### config.mk
export PLATFORM = sky130hd
export DESIGN_NAME = rom_load_ctrl_flat
export DESIGN_NICKNAME = d
export VERILOG_FILES = /design/src/rtl/rom_load_ctrl_if.sv /design/src/rtl/rom_load_ctrl.sv /design/src/flat_wrapper.sv
export SDC_FILE = /design/constraint.sdc
export NUM_CORES = 1
export LEC_CHECK = 0
export CORE_ASPECT_RATIO = 0.8
export CORE_MARGIN = 1.5
export CORE_UTILIZATION = 45
export DETAILED_ROUTE_END_ITERATION = 8
export PLACE_DENSITY_LB_ADDON = 0.12
export SLEW_MARGIN = 20
export SYNTH_ARGS = -nofsm -noshare
export SYNTH_HDL_FRONTEND = slang
export SYNTH_SLANG_ARGS = --single-unit
### constraint.sdc
create_clock -name clk_sys -period 5.8 [get_ports clk_sys]
set_input_delay 1.16 -clock clk_sys [delete_from_list [all_inputs] [get_ports clk_sys]]
set_output_delay 1.16 -clock clk_sys [all_outputs]
set_load 0.005 [all_outputs]
### src/rtl/rom_load_ctrl_if.sv
// rom_load_ctrl_if: hps_io download stream in, core ROM write port out
interface rom_load_ctrl_if;
  logic        ioctl_download;
  logic [7:0]  ioctl_index;
  logic        ioctl_wr;
  logic [24:0] ioctl_addr;
  logic [7:0]  ioctl_dout;
  logic [24:0] rom_ad;
  logic [7:0]  rom_dt;
  logic        rom_en;
  modport master (
    output ioctl_download, ioctl_index, ioctl_wr, ioctl_addr, ioctl_dout,
    input  rom_ad, rom_dt, rom_en
  );
  modport slave (
    input  ioctl_download, ioctl_index, ioctl_wr, ioctl_addr, ioctl_dout,
    output rom_ad, rom_dt, rom_en
  );
endinterface

### src/rtl/rom_load_ctrl.sv
// rom_load_ctrl: routes ioctl downloads to ROM/SYSMODE/DIP and owns the game core reset
module rom_load_ctrl #(
  parameter int HOLD_CYCLES   = 4800,
  parameter int MIN_ROM_BYTES = 65536
) (
  input  logic              clk_sys,
  input  logic              reset_n,
  rom_load_ctrl_if.slave    io,
  input  logic              user_rst,
  output logic [7:0]        sysmode,
  output logic [63:0]       dsw,
  output logic              rom_valid,
  output logic              core_reset,
  output logic              led
);
  typedef enum logic [1:0] {NOROM, LOAD, HOLD, RUN} state_e;
  localparam int HW = $clog2(HOLD_CYCLES + 1);
  state_e      state_q, state_d;
  logic [HW-1:0] hold_q, hold_d;
  logic [25:0] cnt_q, cnt_d, addr1;
  logic [24:0] rom_ad_q, rom_ad_d;
  logic [7:0]  rom_dt_q, rom_dt_d, sysmode_q, sysmode_d;
  logic [63:0] dsw_q, dsw_d;
  logic        rom_en_q, rom_en_d, rom_valid_q, rom_valid_d;
  logic        core_reset_q, core_reset_d, led_q, led_d;
  logic        load_req, in_load, leave_load, enter0, rom_ok, wr0, wr1, wr_dip;
  assign load_req   = io.ioctl_download && (io.ioctl_index == 8'd0 || io.ioctl_index == 8'd1);
  assign in_load    = state_q == LOAD;
  assign leave_load = in_load && !io.ioctl_download;
  assign enter0     = load_req && !in_load && io.ioctl_index == 8'd0;
  assign rom_ok     = cnt_q >= 26'(MIN_ROM_BYTES);
  assign wr0        = in_load && io.ioctl_wr && io.ioctl_index == 8'd0;
  assign wr1        = in_load && io.ioctl_wr && io.ioctl_index == 8'd1 && io.ioctl_addr == '0;
  assign wr_dip     = io.ioctl_wr && io.ioctl_index == 8'd254 && io.ioctl_addr[24:3] == '0;
  assign addr1      = {1'b0, io.ioctl_addr} + 26'd1;
  always_ff @(posedge clk_sys or negedge reset_n)
    if (!reset_n) state_q <= NOROM;
    else          state_q <= state_d;
  // A download of index 0/1 wins over everything, including a pending user reset
  always_comb begin
    state_d = (load_req || (in_load && io.ioctl_download)) ? LOAD
            : leave_load ? (rom_ok ? HOLD : NOROM)
            : ((state_q == HOLD || state_q == RUN) && user_rst) ? HOLD
            : (state_q == HOLD && hold_q == '0) ? RUN
            : state_q;
  end
  always_comb begin
    hold_d       = (state_d == HOLD) ? ((state_q == HOLD && !user_rst) ? hold_q - 1'b1 : HW'(HOLD_CYCLES - 1)) : '0;
    cnt_d        = enter0 ? '0 : (wr0 && addr1 > cnt_q) ? addr1 : cnt_q;
    rom_valid_d  = enter0 ? 1'b0 : leave_load ? rom_ok : rom_valid_q;
    rom_en_d     = wr0;
    rom_ad_d     = wr0 ? io.ioctl_addr : rom_ad_q;
    rom_dt_d     = wr0 ? io.ioctl_dout : rom_dt_q;
    sysmode_d    = wr1 ? io.ioctl_dout : sysmode_q;
    dsw_d        = dsw_q;
    if (wr_dip) dsw_d[{io.ioctl_addr[2:0], 3'b000} +: 8] = io.ioctl_dout;
    core_reset_d = state_d != RUN;
    led_d        = state_d == LOAD;
  end
  always_ff @(posedge clk_sys or negedge reset_n)
    if (!reset_n) begin
      hold_q       <= '0;
      cnt_q        <= '0;
      rom_valid_q  <= 1'b0;
      rom_en_q     <= 1'b0;
      rom_ad_q     <= '0;
      rom_dt_q     <= '0;
      sysmode_q    <= 8'h00;
      dsw_q        <= '1;
      core_reset_q <= 1'b1;
      led_q        <= 1'b0;
    end else begin
      hold_q       <= hold_d;
      cnt_q        <= cnt_d;
      rom_valid_q  <= rom_valid_d;
      rom_en_q     <= rom_en_d;
      rom_ad_q     <= rom_ad_d;
      rom_dt_q     <= rom_dt_d;
      sysmode_q    <= sysmode_d;
      dsw_q        <= dsw_d;
      core_reset_q <= core_reset_d;
      led_q        <= led_d;
    end
  assign io.rom_en  = rom_en_q;
  assign io.rom_ad  = rom_ad_q;
  assign io.rom_dt  = rom_dt_q;
  assign sysmode    = sysmode_q;
  assign dsw        = dsw_q;
  assign rom_valid  = rom_valid_q;
  assign core_reset = core_reset_q;
  assign led        = led_q;
endmodule
### src/flat_wrapper.sv
// flat-port wrapper written by rule: the top's interface ports become plain ports
module rom_load_ctrl_flat 
#(
  parameter int HOLD_CYCLES   = 4800,
  parameter int MIN_ROM_BYTES = 65536
)
  (clk_sys, reset_n, user_rst, sysmode, dsw, rom_valid, core_reset, led, io_ioctl_download, io_ioctl_index, io_ioctl_wr, io_ioctl_addr, io_ioctl_dout, io_rom_ad, io_rom_dt, io_rom_en);
  rom_load_ctrl_if io_i ();
  input  logic clk_sys;
  input  logic reset_n;
  input  logic user_rst;
  output logic [7:0] sysmode;
  output logic [63:0] dsw;
  output logic rom_valid;
  output logic core_reset;
  output logic led;
  input wire logic [$bits(io_i.ioctl_download)-1:0] io_ioctl_download;
  input wire logic [$bits(io_i.ioctl_index)-1:0] io_ioctl_index;
  input wire logic [$bits(io_i.ioctl_wr)-1:0] io_ioctl_wr;
  input wire logic [$bits(io_i.ioctl_addr)-1:0] io_ioctl_addr;
  input wire logic [$bits(io_i.ioctl_dout)-1:0] io_ioctl_dout;
  output wire logic [$bits(io_i.rom_ad)-1:0] io_rom_ad;
  output wire logic [$bits(io_i.rom_dt)-1:0] io_rom_dt;
  output wire logic [$bits(io_i.rom_en)-1:0] io_rom_en;
  assign io_i.ioctl_download = io_ioctl_download;
  assign io_i.ioctl_index = io_ioctl_index;
  assign io_i.ioctl_wr = io_ioctl_wr;
  assign io_i.ioctl_addr = io_ioctl_addr;
  assign io_i.ioctl_dout = io_ioctl_dout;
  assign io_rom_ad = io_i.rom_ad;
  assign io_rom_dt = io_i.rom_dt;
  assign io_rom_en = io_i.rom_en;
  rom_load_ctrl #(.HOLD_CYCLES(HOLD_CYCLES), .MIN_ROM_BYTES(MIN_ROM_BYTES)) u_core (.clk_sys(clk_sys), .reset_n(reset_n), .io(io_i), .user_rst(user_rst), .sysmode(sysmode), .dsw(dsw), .rom_valid(rom_valid), .core_reset(core_reset), .led(led));
endmodule
==> report_table.html, run 1 <==
<table>
<tr><th>Metric</th><th>Value</th></tr>
<tr><th colspan="2">Worst setup path</th></tr>
<tr><td>Reg2reg start</td><td>u_core.cnt_q[24]</td></tr>
<tr><td>Cells on worst reg2reg path</td><td>9</td></tr>
<tr><td>Largest fanout on the critical path</td><td>19</td></tr>
<tr><td>Endpoint of the worst-slack reg-to-reg timing path</td><td>u_core.cnt_q[5]</td></tr>
<tr><td>Kind of start point of the critical path</td><td>primary input</td></tr>
<tr><td>End of the critical path</td><td>u_core.cnt_q[5]</td></tr>
<tr><td>Worst setup startpoint</td><td>io_ioctl_addr[0]</td></tr>
<tr><td>Critical Path Sink Type</td><td>flip-flop</td></tr>
<tr><td>Critical Path Slowest Stage Cell</td><td>sky130_fd_sc_hd__clkdlybuf4s50_1</td></tr>
<tr><td>Start-to-end type of the worst setup path</td><td>primary input to flip-flop</td></tr>
<tr><td>Ordered list of cells on the worst path</td><td>clkdlybuf4s50_1, ha_1, nand3_1, nor2_1, nand4_1, nor2_1, xnor2_1, ha_1, nand4_1, nor4_1, nand2_1, or2_2, o311ai_4, buf_12, mux2_2</td></tr>
<tr><td>Worst endpoint required time</td><td>6.10 ns</td></tr>
<tr><td>Reg-to-reg slack, setup</td><td>3.03 ns</td></tr>
<tr><td>Worst stage delay on the critical path</td><td>0.75 ns</td></tr>
<tr><td>Worst endpoint data arrival time</td><td>5.35 ns</td></tr>
<tr><th colspan="2">Clock tree</th></tr>
<tr><td># clock sinks</td><td>150</td></tr>
<tr><td>Number of buffers inserted during clock tree synthesis</td><td>17</td></tr>
<tr><td>CTS clock-pin slew for the worst setup and hold paths</td><td>0.06 ns</td></tr>
<tr><td>H-tree depth</td><td>4</td></tr>
<tr><td>Post-CTS setup repair buffer count</td><td>0</td></tr>
<tr><td>CTS tree</td><td>done</td></tr>
<tr><td>Number of gates given a new drive strength after cts</td><td>0</td></tr>
<tr><td>Hold buffer count at cts</td><td>0</td></tr>
<tr><td>Root Buffer Master</td><td>sky130_fd_sc_hd__clkbuf_16</td></tr>
<tr><td>Deepest clock path buffer count</td><td>2</td></tr>
<tr><td>Clock latency reported for the late side of the worst-skew pair</td><td>0.42 ns</td></tr>
<tr><th colspan="2">Detailed routing</th></tr>
<tr><td>Post-DR wirelength/cell</td><td>18.81 µm</td></tr>
<tr><td>Routed Antenna Nets</td><td>0</td></tr>
<tr><td>Count of TritonRoute iterations in the first routing pass</td><td>4</td></tr>
<tr><td>Residual DRC count</td><td>0</td></tr>
<tr><td>Number of vias in the routed layout</td><td>5,353</td></tr>
<tr><td>Drt initial violations</td><td>242</td></tr>
<tr><td>Average vias per placed instance</td><td>5.413</td></tr>
<tr><td>Post-Route WL</td><td>18.60 mm</td></tr>
<tr><th colspan="2">Logic synthesis</th></tr>
<tr><td>Fraction of the mapped netlist area in adder cells</td><td>5.101%</td></tr>
<tr><td>Largest family of logic cells by synthesized area</td><td>multiplexers</td></tr>
<tr><td>Cells after synthesis</td><td>610</td></tr>
<tr><td>Register bit count reported by yosys</td><td>150</td></tr>
<tr><td>Flip-flop cell with the highest count after synthesis</td><td>sky130_fd_sc_hd__dfrtp_1</td></tr>
<tr><td>Post-Synthesis Mean Instance Area</td><td>12.06 µm²</td></tr>
<tr><td>Post-Synth Simple-Gate Area</td><td>10.41%</td></tr>
<tr><td>Number of synthesized flops with an enable pin</td><td>0</td></tr>
<tr><td>Cell variety after synth</td><td>45</td></tr>
<tr><td>Multiplexer share of the synthesized area</td><td>19.84%</td></tr>
<tr><td>Sequential fraction of the synthesis area</td><td>52.12%</td></tr>
<tr><td>Post-synthesis instance area</td><td>0.007358 mm²</td></tr>
<tr><td>Synth Warn #</td><td>0</td></tr>
<tr><td>Post-synthesis xor/xnor area fraction</td><td>3.928%</td></tr>
<tr><td>Compound-Gate Fraction of Synth Area</td><td>5.101%</td></tr>
<tr><td>Share of synthesized flip-flops with an asynchronous set or reset</td><td>100.0%</td></tr>
<tr><td>Syn_nets</td><td>686</td></tr>
<tr><th colspan="2">Finish</th></tr>
<tr><td>Post-layout net count</td><td>837</td></tr>
<tr><td>Fill cell count</td><td>1,295</td></tr>
<tr><td>Antenna diode count</td><td>0</td></tr>
<tr><td>Share of final-layout standard cells stronger than drive strength 1</td><td>31.01%</td></tr>
<tr><td>Register area</td><td>0.003835 mm²</td></tr>
<tr><td>Footprint of the multi-input gates</td><td>0.003283 mm²</td></tr>
<tr><td>Layout overhead on the synthesized area</td><td>32.05%</td></tr>
<tr><th colspan="2">Placement</th></tr>
<tr><td>Weighted congestion at the end of routability-driven global placement</td><td>0.8615</td></tr>
<tr><td>Final HPWL DP</td><td>13.27 mm</td></tr>
<tr><td>Number of buffers inserted by port buffering</td><td>154</td></tr>
<tr><th colspan="2">GRT</th></tr>
<tr><td>Overall track demand over capacity in global routing</td><td>22.66%</td></tr>
<tr><td>Largest net degree at the start of global routing</td><td>97</td></tr>
<tr><td>Vias in the first global route</td><td>5,602</td></tr>
<tr><td>Global-route wire length before repair</td><td>30.19 mm</td></tr>
<tr><td>Overflow after GRT</td><td>0</td></tr>
<tr><td>Initial antenna violation count</td><td>0</td></tr>
<tr><th colspan="2">Floorplan</th></tr>
<tr><td>X dimension of the die</td><td>146.0 µm</td></tr>
<tr><td>Ports</td><td>155</td></tr>
<tr><td>Std-Cell Core Area</td><td>0.01590 mm²</td></tr>
<tr><td>Overall die height</td><td>117.4 µm</td></tr>
<tr><td>Initial Utilization</td><td>46.27%</td></tr>
<tr><td>Row count</td><td>41</td></tr>
<tr><td>Die ar.</td><td>0.01713 mm²</td></tr>
<tr><th colspan="2">Timing</th></tr>
<tr><td>Smallest hold slack</td><td>0.4754 ns</td></tr>
<tr><td>Slew Viols, Final</td><td>0</td></tr>
<tr><td>Peak clock frequency supported by timing</td><td>198.2 MHz</td></tr>
<tr><td>Period utilization</td><td>86.98%</td></tr>
<tr><td>Final worst clock skew</td><td>0.008987 ns</td></tr>
<tr><td>Final hold violation count</td><td>0</td></tr>
<tr><td>Worst slew margin relative to its limit</td><td>40.08%</td></tr>
<tr><td>Sum of negative setup slack</td><td>0 ns</td></tr>
<tr><td>Final setup viols</td><td>0</td></tr>
<tr><td>Worst Max-Slew Pin Slew</td><td>0.8988 ns</td></tr>
<tr><td>Clock period minus final worst setup slack</td><td>5.045 ns</td></tr>
<tr><td>Unrepaired setup endpoints after global routing</td><td>false</td></tr>
<tr><th colspan="2">Power and ir drop</th></tr>
<tr><td>Share of power burned in the clock network</td><td>43.6%</td></tr>
<tr><td>Worst vdd ir</td><td>0.0001984 V</td></tr>
<tr><td>Internal power of the cells</td><td>1.876 mW</td></tr>
<tr><td>Power after layout</td><td>2.522 mW</td></tr>
<tr><td>Reported leakage power</td><td>4.213 nW</td></tr>
<tr><td>Share of power burned in registers</td><td>45.1%</td></tr>
<tr><td>Combinational Power Share</td><td>11.3%</td></tr>
<tr><td>Switch share</td><td>25.60%</td></tr>
<tr><td>Pwr per Cell Area</td><td>259.5 mW/mm²</td></tr>
<tr><td>Power dissipated by switching net loads</td><td>0.6454 mW</td></tr>
<tr><th colspan="2">Run</th></tr>
<tr><td>Max-cap viol count</td><td>0</td></tr>
<tr><th colspan="2">Hold path</th></tr>
<tr><td>Class of the tightest hold or removal check</td><td>flip-flop to flip-flop</td></tr>
<tr><th colspan="2">Outcome</th></tr>
<tr><td>Status</td><td>complete, no violations</td></tr>
</table>
## worst max-delay path, delay by kind of cell
| kind | cells | cell delay (ns) |
|---|---|---|
| AO/OA/AOI/OAI | 1 | 0.18 |
| XOR/XNOR | 1 | 0.11 |
| adder cells (fa/ha/maj) | 2 | 0.59 |
| buffers and inverters | 2 | 1.00 |
| multiplexers | 1 | 0.36 |
| AND/OR/NAND/NOR | 8 | 1.94 |
## registers in the layout, indices dropped and copies added, names as in the netlist
signal / cells
u_core.cnt_q: 26
u_core.core_reset: 1
u_core.dsw: 64
u_core.hold_q: 13
u_core.io.rom_ad: 25
u_core.io.rom_dt: 8
u_core.io.rom_en: 1
u_core.led: 1
u_core.rom_valid: 1
u_core.state_q: 2
u_core.sysmode: 8
## layout make-up
| class | instances | area share (%) |
|---|---|---|
| clock buffers | 24 | 5.176 |
| clock inverters | 8 | 0.8756 |
| inverters | 39 | 1.507 |
| multi-input cells | 393 | 33.79 |
| flip-flops and latches | 150 | 39.47 |
| well taps | 215 | 2.768 |
| repair buffers | 160 | 16.42 |
## logic make-up (layout without fill, tap and decap cells)
| logic type | Yosys count | count (layout) |
|---|---|---|
| AND/OR/NAND/NOR | 138 | 138 |
| adder cells (fa/ha/maj) | 30 | 30 |
| XOR/XNOR | 33 | 33 |
| buffers and inverters | 67 | 231 |
| multiplexers | 130 | 130 |
| AO/OA/AOI/OAI | 62 | 62 |
| flip-flops | 150 | 150 |
## cells in the mapped netlist, drive strengths merged, types with 7 or more instances
library cell / instances / area (µm²)
a21oi: 21 / 105.1
a31oi: 27 / 168.9
buf: 15 / 62.56
clkbuf: 13 / 48.80
dfrtp: 85 / 2127
dfstp: 65 / 1708
ha: 30 / 375.4
inv: 39 / 146.4
mux2: 127 / 1430
nand2: 34 / 132.6
nand3: 14 / 70.07
nand4: 12 / 75.07
nor2: 25 / 93.84
nor3: 16 / 85.08
nor4: 11 / 75.07
o21ai: 7 / 35.03
xnor2: 20 / 175.2
xor2: 13 / 113.9
## per-stage QoR
step	utilization [%]	setup WS, ns	area, µm²	instances
floorplan	-	1.410	7358	610
global placement	57.40	0.5307	9129	957
detailed placement	57.40	0.4133	9129	957
CTS	61.10	0.8130	9717	989
global route	61.10	0.5615	9717	989
finish	61.10	0.7550	9717	989
## per-layer routing
metal	vias up	wire length [µm]	GRT usage (%)
met5	-	0	0
met4	0	340	6.314
met3	24	1109	6.848
met2	136	8376	34.73
met1	2716	8774	31.11
li1	2477	-	-
## worst min-delay path by stage
stage	startpoint	to	cells past startpoint
detailed placement	u_core.hold_q[0]	u_core.hold_q[0]	1
global route	u_core.hold_q[0]	u_core.hold_q[0]	1
floorplan	u_core.hold_q[0]	u_core.hold_q[0]	1
CTS	u_core.hold_q[0]	u_core.hold_q[0]	1
global placement	u_core.hold_q[0]	u_core.hold_q[0]	1
finish	u_core.hold_q[0]	u_core.hold_q[0]	1
## power groups by stage
stage / sequential [mW] / clock (mW) / combinational (mW)
after floorplan: 1.14 / 0 / 0.174
after global placement: 1.15 / 0 / 0.274
after detailed placement: 1.15 / 0 / 0.285
after CTS: 1.14 / 1.12 / 0.288
after global routing: 1.14 / 1.17 / 0.322
final: 1.14 / 1.10 / 0.286
## cells in the final DEF, fill, tap and decap left out, types with 18 or more instances in the layout
master,synthesis,final
sky130_fd_sc_hd__a21oi_1,21,21
sky130_fd_sc_hd__clkdlybuf4s50_1,0,152
sky130_fd_sc_hd__nand2_1,32,32
sky130_fd_sc_hd__nor2_1,25,24
sky130_fd_sc_hd__dfstp_2,65,65
sky130_fd_sc_hd__a31oi_1,27,27
sky130_fd_sc_hd__xnor2_1,20,20
sky130_fd_sc_hd__mux2_2,126,126
sky130_fd_sc_hd__inv_1,39,39
sky130_fd_sc_hd__ha_1,30,30
sky130_fd_sc_hd__clkbuf_16,0,18
sky130_fd_sc_hd__dfrtp_1,85,85
Note: power is estimated with default switching activity, not from simulation.
==> run 2: changes to the inputs <==
--- a/config.mk
+++ b/config.mk
@@ -5,8 +5,8 @@
 export SDC_FILE = /design/constraint.sdc
 export NUM_CORES = 1
 export LEC_CHECK = 0
+export ABC_AREA = 1
 export CORE_ASPECT_RATIO = 0.8
-export CORE_MARGIN = 1.5
 export CORE_UTILIZATION = 45
 export DETAILED_ROUTE_END_ITERATION = 8
 export PLACE_DENSITY_LB_ADDON = 0.12
==> run 2 against run 1 <==
Fmax is 14% higher. Clock power is 4% higher. Critical path depth is 3 higher. Total power is 2.6% higher. Clock skew is 0.0017 ns higher. Register-to-register slack better by 0.56 ns. Final cell count is 42% higher. Sequential cell count stayed put. Critical path type unchanged. Critical endpoint is now u_core.cnt_q[2]. Largest cell class unchanged.
==> report_table.html, run 2 <==
<table>
<tr><th>Metric</th><th>Value</th></tr>
<tr><th colspan="2">Logic synthesis</th></tr>
<tr><td>Synth Warn #</td><td>0 (unchanged)</td></tr>
<tr><td>Post-Synthesis Mean Instance Area</td><td>7.807 µm² (-35%)</td></tr>
<tr><td>Cell with the most instances after synthesis</td><td>sky130_fd_sc_hd__nand2_1</td></tr>
<tr><td>Register bit count reported by yosys</td><td>150 (unchanged)</td></tr>
<tr><td>Top cells by count, synth</td><td>sky130_fd_sc_hd__nand2_1 (284), sky130_fd_sc_hd__inv_1 (106), sky130_fd_sc_hd__o21ai_0 (101)</td></tr>
<tr><td>Library cell occupying the most area in the post-synthesis netlist</td><td>sky130_fd_sc_hd__dfrtp_1</td></tr>
<tr><td>Top-area cell type share of the netlist area</td><td>26.79% (-2.1 points)</td></tr>
<tr><td>Flip-flop cell with the highest count after synthesis</td><td>sky130_fd_sc_hd__dfrtp_1</td></tr>
<tr><td>Post-synthesis instance area</td><td>0.007940 mm² (+7.9%)</td></tr>
<tr><td>Top cells by area, synth</td><td>sky130_fd_sc_hd__dfrtp_1 (27%), sky130_fd_sc_hd__dfstp_2 (22%), sky130_fd_sc_hd__nand2_1 (13%)</td></tr>
<tr><td>Sequential fraction of the synthesis area</td><td>48.30% (-3.8 points)</td></tr>
<tr><td>Number of synthesized flops with an enable pin</td><td>0 (unchanged)</td></tr>
<tr><td>Cells after synthesis</td><td>1,017 (+67%)</td></tr>
<tr><td>Syn_nets</td><td>1,093 (+59%)</td></tr>
<tr><td>Share of synthesized flip-flops with an asynchronous set or reset</td><td>100.0% (unchanged)</td></tr>
<tr><td>Cell variety after synth</td><td>31 (-31%)</td></tr>
<tr><th colspan="2">Run</th></tr>
<tr><td>Max-cap viol count</td><td>0 (unchanged)</td></tr>
<tr><th colspan="2">Finish</th></tr>
<tr><td>Share of final-layout standard cells stronger than drive strength 1</td><td>10.04% (-21 points)</td></tr>
<tr><td>Fill cell count</td><td>1,572 (+21%)</td></tr>
<tr><td>Most frequent cells in the layout</td><td>sky130_fd_sc_hd__nand2_1 (283), sky130_fd_sc_hd__clkdlybuf4s50_1 (153), sky130_fd_sc_hd__inv_1 (106)</td></tr>
<tr><td>Layout overhead on the synthesized area</td><td>29.63%</td></tr>
<tr><td>Register area</td><td>0.003835 mm² (unchanged)</td></tr>
<tr><td>Post-layout net count</td><td>1,238 (+48%)</td></tr>
<tr><td>Final design utilization</td><td>59.41% (-1.7 points)</td></tr>
<tr><td>Flip-flop count of the largest register after layout</td><td>64 (unchanged)</td></tr>
<tr><td>Commonest non-fill, non-tap cell in the layout</td><td>sky130_fd_sc_hd__nand2_1</td></tr>
<tr><td>Count of placed standard cells in the final layout, fillers left out</td><td>1,400 (+42%)</td></tr>
<tr><td>Antenna diode count</td><td>0 (unchanged)</td></tr>
<tr><td>Footprint of the multi-input gates</td><td>0.003553 mm² (+8.2%)</td></tr>
<tr><th colspan="2">Placement</th></tr>
<tr><td>Final HPWL DP</td><td>16.27 mm (+23%)</td></tr>
<tr><td>Worst slack at placement</td><td>0.9978 ns (+0.5846 ns)</td></tr>
<tr><td>Cells after DPL</td><td>1,368 (+43%)</td></tr>
<tr><td>Weighted congestion at the end of routability-driven global placement</td><td>0.9127 (+5.9%)</td></tr>
<tr><td>Number of buffers inserted by port buffering</td><td>154 (unchanged)</td></tr>
<tr><th colspan="2">Power and ir drop</th></tr>
<tr><td>Share of power burned in registers</td><td>43.2% (-1.9 points)</td></tr>
<tr><td>Combinational Power Share</td><td>12.7% (+1.4 points)</td></tr>
<tr><td>Reported leakage power</td><td>4.433 nW (+5.2%)</td></tr>
<tr><td>Worst vdd ir</td><td>0.0002252 V (+14%)</td></tr>
<tr><td>Power dissipated by switching net loads</td><td>0.7349 mW (+14%)</td></tr>
<tr><td>Internal power of the cells</td><td>1.852 mW (-1.3%)</td></tr>
<tr><td>Switch share</td><td>28.41% (+2.8 points)</td></tr>
<tr><td>Share of power burned in the clock network</td><td>44.1% (+0.5 points)</td></tr>
<tr><td>Pwr per Cell Area</td><td>251.3 mW/mm² (-3.2%)</td></tr>
<tr><th colspan="2">Timing</th></tr>
<tr><td>Slew Viols, Final</td><td>0 (unchanged)</td></tr>
<tr><td>Peak clock frequency supported by timing</td><td>226.0 MHz (+14%)</td></tr>
<tr><td>Clock period minus final worst setup slack</td><td>4.424 ns (-0.6210 ns)</td></tr>
<tr><td>Slack of the critical path</td><td>1.376 ns (+0.6210 ns)</td></tr>
<tr><td>Final hold violation count</td><td>0 (unchanged)</td></tr>
<tr><td>Unrepaired setup endpoints after global routing</td><td>false</td></tr>
<tr><td>Worst slew margin relative to its limit</td><td>52.85% (+13 points)</td></tr>
<tr><td>Final worst clock skew</td><td>0.01074 ns (+0.001750 ns)</td></tr>
<tr><td>Final setup viols</td><td>0 (unchanged)</td></tr>
<tr><td>Worst Max-Slew Pin Slew</td><td>0.7073 ns (-0.1915 ns)</td></tr>
<tr><td>Period utilization</td><td>76.28% (-11 points)</td></tr>
<tr><td>Sum of negative setup slack</td><td>0 ns (unchanged)</td></tr>
<tr><th colspan="2">GRT</th></tr>
<tr><td>Overflow after GRT</td><td>0 (unchanged)</td></tr>
<tr><td>Vias in the first global route</td><td>6,704 (+20%)</td></tr>
<tr><td>Overall track demand over capacity in global routing</td><td>26.09% (+3.4 points)</td></tr>
<tr><td>Initial antenna violation count</td><td>0 (unchanged)</td></tr>
<tr><td>Largest net degree at the start of global routing</td><td>68 (-30%)</td></tr>
<tr><td>Global-route wire length before repair</td><td>36.02 mm (+19%)</td></tr>
<tr><th colspan="2">Detailed routing</th></tr>
<tr><td>Routed Antenna Nets</td><td>0 (unchanged)</td></tr>
<tr><td>Residual DRC count</td><td>0 (unchanged)</td></tr>
<tr><td>Count of TritonRoute iterations in the first routing pass</td><td>5 (+1)</td></tr>
<tr><td>Average vias per placed instance</td><td>5.173 (-4.4%)</td></tr>
<tr><td>Drt initial violations</td><td>681 (+180%)</td></tr>
<tr><td>Number of vias in the routed layout</td><td>7,242 (+35%)</td></tr>
<tr><td>Post-DR wirelength/cell</td><td>16.18 µm (-14%)</td></tr>
<tr><td>Post-Route WL</td><td>22.65 mm (+22%)</td></tr>
<tr><th colspan="2">Clock tree</th></tr>
<tr><td>CTS tree</td><td>done</td></tr>
<tr><td>Number of gates given a new drive strength after cts</td><td>0 (unchanged)</td></tr>
<tr><td>Root Buffer Master</td><td>sky130_fd_sc_hd__clkbuf_16</td></tr>
<tr><td>Post-CTS setup repair buffer count</td><td>0 (unchanged)</td></tr>
<tr><td>Hold buffer count at cts</td><td>0 (unchanged)</td></tr>
<tr><td>CTS clock-pin slew for the worst setup and hold paths</td><td>0.06 ns (about the same)</td></tr>
<tr><td>Number of buffers inserted during clock tree synthesis</td><td>17 (unchanged)</td></tr>
<tr><td>H-tree depth</td><td>4 (unchanged)</td></tr>
<tr><td>Deepest clock path buffer count</td><td>2 (unchanged)</td></tr>
<tr><td>Clock latency reported for the late side of the worst-skew pair</td><td>0.43 ns (about the same)</td></tr>
<tr><td># clock sinks</td><td>150 (unchanged)</td></tr>
<tr><th colspan="2">Worst setup path</th></tr>
<tr><td>Worst endpoint required time</td><td>6.11 ns (about the same)</td></tr>
<tr><td>Worst setup startpoint</td><td>io_ioctl_addr[0]</td></tr>
<tr><td>Worst endpoint data arrival time</td><td>4.73 ns (-0.62 ns)</td></tr>
<tr><td>Start-to-end type of the worst setup path</td><td>primary input to flip-flop</td></tr>
<tr><td>Critical Path Sink Type</td><td>flip-flop</td></tr>
<tr><td>Kind of start point of the critical path</td><td>primary input</td></tr>
<tr><td>Largest fanout on the critical path</td><td>26 (+7)</td></tr>
<tr><td>Reg2reg start</td><td>u_core.cnt_q[17]</td></tr>
<tr><th colspan="2">Floorplan</th></tr>
<tr><td>Ports</td><td>155 (unchanged)</td></tr>
<tr><td>Initial Utilization</td><td>45.83% (-0.44 points)</td></tr>
<tr><td>X dimension of the die</td><td>150.5 µm (+3.1%)</td></tr>
<tr><td>Die ar.</td><td>0.01818 mm² (+6.1%)</td></tr>
<tr><td>Row count</td><td>43 (+4.9%)</td></tr>
<tr><td>Overall die height</td><td>120.8 µm (+2.9%)</td></tr>
<tr><td>Std-Cell Core Area</td><td>0.01732 mm² (+8.9%)</td></tr>
<tr><th colspan="2">Outcome</th></tr>
<tr><td>Status</td><td>complete, no violations</td></tr>
<tr><th colspan="2">Hold path</th></tr>
<tr><td>Worst min-delay path startpoint</td><td>u_core.dsw[39]</td></tr>
<tr><td>Class of the tightest hold or removal check</td><td>flip-flop to flip-flop</td></tr>
</table>
run 2: final cells by class:
type                            count  area share [%]
Clock buffer                       21           4.996
Clock inverter                     11          0.9361
Inverter                          109           3.975
Multi-Input combinational cell    722           34.52
Sequential cell                   150           37.26
Tap cell                          225           2.735
Timing Repair Buffer              162           15.57
run 2: power groups by stage:
stage	Combinational [mW]	Clock, mW	Sequential (mW)
CTS	0.329	1.15	1.12
global placement	0.323	0	1.13
floorplan	0.197	0	1.13
finish	0.329	1.14	1.12
detailed placement	0.328	0	1.13
global route	0.370	1.20	1.12
run 2: logic make-up after synthesis:
group,after synthesis,share of synthesized area [%]
AND/OR/NAND/NOR,547,29.69
adder cells (fa/ha/maj),30,4.727
XOR/XNOR,19,2.096
flip-flops,150,48.30
buffers and inverters,145,7.107
AO/OA/AOI/OAI,126,8.084
run 2: final timing paths:
path	cells after the start	slack, ns	endpoint
setup / recovery	18	1.38	u_core.cnt_q[2]
hold / removal	2	0.47	u_core.dsw[39]
setup reg to reg	11	3.59	u_core.cnt_q[2]
hold reg to reg	2	0.47	u_core.dsw[39]
max in group asynchronous	2	3.95	u_core.io.rom_dt[5]
min in group asynchronous	1	0.69	u_core.io.rom_ad[21]
run 2: through the flow:
step	hold WS, ns	instance area [µm²]	total power, mW
after floorplan	0.4572	7940	1.325
after global placement	0.4561	9672	1.456
after detailed placement	0.4581	9677	1.462
after CTS	0.4673	10290	2.598
after global routing	0.4786	10290	2.689
final	0.4669	10290	2.587
run 2: per-layer routing:
metal | vias to the layer above | global-route usage, % | part of all wire [%]
met2 | 218 | 36.55 | 42
met1 | 3392 | 40.06 | 50
li1 | 3610 | - | -
met4 | 0 | 7.260 | 1.1
met3 | 22 | 5.434 | 6.5
met5 | - | 0 | 0
run 2: critical path, cell delays in order:
cell                              delay (ns)
sky130_fd_sc_hd__clkdlybuf4s50_1        0.56
sky130_fd_sc_hd__ha_1                   0.28
sky130_fd_sc_hd__nand2_1                0.09
sky130_fd_sc_hd__nor2_1                 0.26
sky130_fd_sc_hd__nand2_1                0.11
sky130_fd_sc_hd__nor2_1                 0.32
sky130_fd_sc_hd__nand3_1                0.15
sky130_fd_sc_hd__xor2_1                 0.19
sky130_fd_sc_hd__ha_1                   0.29
sky130_fd_sc_hd__nand2_1                0.04
sky130_fd_sc_hd__nor2_1                 0.14
sky130_fd_sc_hd__nand2_1                0.07
sky130_fd_sc_hd__nor3_1                 0.27
sky130_fd_sc_hd__nand2_1                0.11
sky130_fd_sc_hd__nand3_2                0.08
sky130_fd_sc_hd__nand2_2                0.31
sky130_fd_sc_hd__nand3_1                0.20
sky130_fd_sc_hd__nand2_1                0.08
